### config.mk
export PLATFORM = sky130hd
export DESIGN_NAME = edge_pulse_meter
export DESIGN_NICKNAME = d
export VERILOG_FILES = /design/src/rtl/edge_pulse_meter.sv
export SDC_FILE = /design/constraint.sdc
export NUM_CORES = 1
export LEC_CHECK = 0
export CAP_MARGIN = 15
export CORE_MARGIN = 2
export CORE_UTILIZATION = 58
export CTS_CLUSTER_DIAMETER = 80
export CTS_CLUSTER_SIZE = 28
export DETAILED_ROUTE_END_ITERATION = 12
export MAX_ROUTING_LAYER = met4
export PLACE_DENSITY = 0.84
export REMOVE_ABC_BUFFERS = 1
export SYNTH_ARGS = -nofsm -noshare
export SYNTH_HDL_FRONTEND = slang
export SYNTH_SLANG_ARGS = --single-unit
### constraint.sdc
create_clock -name clk -period 3.26 [get_ports clk]
set_clock_uncertainty 0.2 [all_clocks]
set_input_delay 0.652 -clock clk [delete_from_list [all_inputs] [get_ports clk]]
set_output_delay 0.652 -clock clk [all_outputs]
set_load 0.01 [all_outputs]
### src/rtl/edge_pulse_meter.sv
// Measures high time and period of a synchronized input from its rise/fall edge pulses.
// Each rise-to-rise cycle yields one result, drained through a valid/ready register.
module edge_pulse_meter #(
  parameter int unsigned CNT_W = 16
) (
  input  logic             clk,
  input  logic             rst,
  input  logic             en,
  input  logic             edge_pos,
  input  logic             edge_neg,
  input  logic             clr_flags,
  output logic [CNT_W-1:0] meas_high,
  output logic [CNT_W-1:0] meas_period,
  output logic             meas_valid,
  input  logic             meas_ready,
  output logic             ovr_flag,
  output logic             tmo_flag
);

  localparam logic [CNT_W-1:0] CntMax = '1;
  localparam logic [CNT_W-1:0] CntOne = {{(CNT_W-1){1'b0}}, 1'b1};

  typedef enum logic [1:0] {
    StIdle,
    StHigh,
    StLow
  } state_e;

  state_e           state_q;
  logic [CNT_W-1:0] cnt_q;
  logic [CNT_W-1:0] high_lat_q;

  logic             cnt_sat;
  logic [CNT_W-1:0] cnt_inc;
  logic             complete;
  logic             accept;
  logic             load;
  logic             ovr_set;
  logic             tmo_set;

  always_comb begin
    cnt_sat  = (cnt_q == CntMax);
    // Saturating increment so a fall pulse seen at CntMax cannot wrap the counter
    cnt_inc  = cnt_sat ? CntMax : cnt_q + CntOne;
    complete = en && (state_q == StLow) && edge_pos;
    accept   = meas_valid && meas_ready;
    load     = complete && (!meas_valid || meas_ready);
    ovr_set  = complete && meas_valid && !meas_ready;
    tmo_set  = 1'b0;
    if (en && cnt_sat) begin
      unique case (state_q)
        StHigh:  tmo_set = !edge_pos && !edge_neg;
        StLow:   tmo_set = !edge_pos;
        default: tmo_set = 1'b0;
      endcase
    end
  end

  always_ff @(posedge clk) begin
    if (rst) begin
      state_q     <= StIdle;
      cnt_q       <= '0;
      high_lat_q  <= '0;
      meas_high   <= '0;
      meas_period <= '0;
      meas_valid  <= 1'b0;
      ovr_flag    <= 1'b0;
      tmo_flag    <= 1'b0;
    end else begin
      if (!en) begin
        state_q <= StIdle;
        cnt_q   <= '0;
      end else begin
        unique case (state_q)
          StIdle: begin
            if (edge_pos) begin
              state_q <= StHigh;
              cnt_q   <= CntOne;
            end
          end
          StHigh: begin
            // A rise while high means the fall was missed: restart the measurement
            if (edge_pos) begin
              cnt_q <= CntOne;
            end else if (edge_neg) begin
              high_lat_q <= cnt_q;
              cnt_q      <= cnt_inc;
              state_q    <= StLow;
            end else if (cnt_sat) begin
              state_q <= StIdle;
              cnt_q   <= '0;
            end else begin
              cnt_q <= cnt_inc;
            end
          end
          StLow: begin
            if (edge_pos) begin
              cnt_q   <= CntOne;
              state_q <= StHigh;
            end else if (cnt_sat) begin
              state_q <= StIdle;
              cnt_q   <= '0;
            end else begin
              cnt_q <= cnt_inc;
            end
          end
          default: begin
            state_q <= StIdle;
            cnt_q   <= '0;
          end
        endcase
      end

      if (load) begin
        meas_high   <= high_lat_q;
        meas_period <= cnt_q;
        meas_valid  <= 1'b1;
      end else if (accept) begin
        meas_valid <= 1'b0;
      end

      // Set beats clear when both land in the same cycle
      ovr_flag <= ovr_set || (ovr_flag && !clr_flags);
      tmo_flag <= tmo_set || (tmo_flag && !clr_flags);
    end
  end

endmodule

==> impl_metrics.json <==
{
  "place_ws_ns": 0.4254,
  "die_h_um": 75.82,
  "cts_tree": "built",
  "fin_util_pct": 72.08,
  "seq_area_mm2": 0.001381,
  "grt_max_degree": 52,
  "period_share_pct": 77.64,
  "worst_setup_path_start_kind": "register",
  "drv_cap": 0,
  "drtPass1Iterations": 4,
  "power.density_mw_per_mm2": 452.8,
  "crit_type": "reg2reg",
  "multi_input_area_mm2": 0.001464,
  "clock_latency_ns": 0.34,
  "mostFrequentLayoutCells": "111 x nand2_1, 69 x dfxtp_1, 65 x a21oi_1, 40 x clkdlybuf4s50_1, 15 x nor2_1",
  "power.leakage_nw": 1.218,
  "holdPathStages": 2,
  "grt_use_total_pct": 25.53,
  "grt_overflow": 0,
  "areaGrowthSynthToFinish_pct": 21.50,
  "instances_no_fill": 496,
  "hpwlAfterDp_um": 4443,
  "tightest_slew_ns": 0.7102,
  "min_from": "high_lat_q[14]",
  "grt_pass1_wl_um": 10980,
  "total_power_mw": 1.646,
  "worstPathRequired_ns": 3.32,
  "crit_fanout": 14,
  "ys_ff_latch": 69,
  "setup_viol": 0,
  "yosysUniqueCellTypes": 41,
  "drc_errors": 0,
  "reg2reg_depth": 6,
  "core_area_mm2": 0.005042,
  "max_freq_mhz": 395.1,
  "yosysTopAreaCell": "dfxtp_1",
  "hold_viol": 0,
  "clock_sinks": 69,
  "outcome": "complete, no violations",
  "netlist_area_mm2": 0.002992,
  "grt_pass1_vias": 2423,
  "rsz0062_at_grt": "false",
  "end_kind": "register",
  "ant_nets": 0,
  "synth_edf_count": 0,
  "die_width_um": 75.82,
  "antenna_found_initial": 0,
  "peakVddDrop_mv": 0.3082,
  "clock_path_buffers": 2,
  "placed_area_mm2": 0.003421,
  "fillerInstances": 407,
  "cts_resized": 0,
  "fin_nets": 434,
  "antenna_cells": 0,
  "avgSynthCellArea_um2": 7.691,
  "hold_buffers": 0,
  "dp.cells": 481,
  "vias_per_cell": 5.583,
  "numPortBuffers": 41,
  "hold_class": "reg2reg",
  "placementRows": 26,
  "ff2ff_setup_slack_ns": 0.73,
  "synth_top_area_share_pct": 46.17,
  "dieArea_mm2": 0.005749,
  "clk_pin_slew_ns": 0.07,
  "io_pins": 42,
  "tns_ns": 0,
  "cts_buffers": 9,
  "min_period_ns": 2.531,
  "postSynth.asyncResetShare_pct": 0,
  "cts_root_buf": "clkbuf_8",
  "r2r-start": "state_q[1]",
  "fin_ws_ns": 0.7290,
  "gp_congestion": 0.8421,
  "drt_wl_total_um": 6579,
  "synth_warnings": 0,
  "drt_iter0_drc": 199,
  "drive_gt1_share_pct": 7.042,
  "syn_inst": 389,
  "slew_violations": 0,
  "cts_setup_buffers": 0,
  "wl_per_cell_um": 13.26,
  "synth_area_leaders": "dfxtp_1 46%, nand2_1 14%, a21oi_1 11%, clkbuf_1 2.3%, ha_1 2.1%",
  "stdcell_area_mm2": 0.003635,
  "ys_seq_area_share_pct": 46.17,
  "start_util_pct": 59.33,
  "cp.arrival_ns": 2.59,
  "r2r_end": "cnt_q[3]",
  "slew_headroom_pct": 52.65,
  "holdWs_ns": 0.2484,
  "num_vias": 2769,
  "ctsHtreeMaxLevel": 3,
  "layout_commonest_cell": "nand2_1",
  "synth_top_flop_cell": "dfxtp_1",
  "min_to": "meas_high[14]"
}
-- worst max-delay path by stage --
stage          slack, ns            to  startpoint  depth (start not counted)
6_report            0.73      cnt_q[3]  state_q[1]                          6
3_5_place_dp        0.43      cnt_q[3]    edge_pos                          5
2_1_floorplan       0.87  meas_high[0]  meas_ready                          4
3_3_place_gp        0.49      cnt_q[3]    edge_pos                          5
5_1_grt             0.56      cnt_q[3]  state_q[1]                          7
4_1_cts             0.78      cnt_q[3]  state_q[0]                          6
-- Yosys cell counts, types with 4 or more instances --
cell / number
a21oi_1: 65
a31oi_1: 9
buf_2: 4
clkbuf_1: 18
dfxtp_1: 69
ha_1: 5
inv_1: 8
nand2_1: 111
nand2b_1: 7
nand3_1: 9
nand4_1: 4
nor2_1: 15
nor2b_1: 4
nor3_1: 12
o21ai_0: 11
-- worst max-delay path: stages, from the launching register on --
cell	delay [ns]
dfxtp_1	0.39
inv_1	0.11
ha_1	0.27
or4_1	0.75
nor2_1	0.42
nand3_1	0.14
a31oi_1	0.17
-- state kept, by name (all words and copies together) (netlist names) --
name / count
cnt_q: 16
high_lat_q: 16
meas_high: 16
meas_period: 16
state_q: 2
meas_valid: 1
ovr_flag: 1
tmo_flag: 1
-- layout make-up --
class | count | area share [%]
multi-input cells | 286 | 40.28
flip-flops and latches | 69 | 38.00
repair buffers | 48 | 12.60
clock buffers | 11 | 3.890
well taps | 70 | 2.410
clock inverters | 4 | 1.997
inverters | 8 | 0.8262
-- report_power, final --
| part | switching (mW) | internal (mW) |
|---|---|---|
| combinational | 0.0333 | 0.0158 |
| clock | 0.305 | 0.446 |
| sequential | 0.00196 | 0.844 |
-- metal layers --
metal  GRT usage, %  vias to the layer above  part of all wire [%]
met5              -                        -                     0
met3          4.101                        7                   5.4
li1               -                     1387                     -
met4          10.14                        0                   1.1
met1          31.18                     1290                    45
met2          42.05                       85                    48
-- logic make-up (layout without fill, tap and decap cells) --
logic type / after synthesis / after routing / share of synthesized area [%]
simple gates: 183 / 183 / 28.77
flops: 69 / 69 / 46.17
fa+ha+maj: 5 / 5 / 2.091
buf+inv: 34 / 71 / 4.977
compound gates: 97 / 97 / 17.65
mux: 1 / 1 / 0.3346
Note: power is estimated with default switching activity, not from simulation.
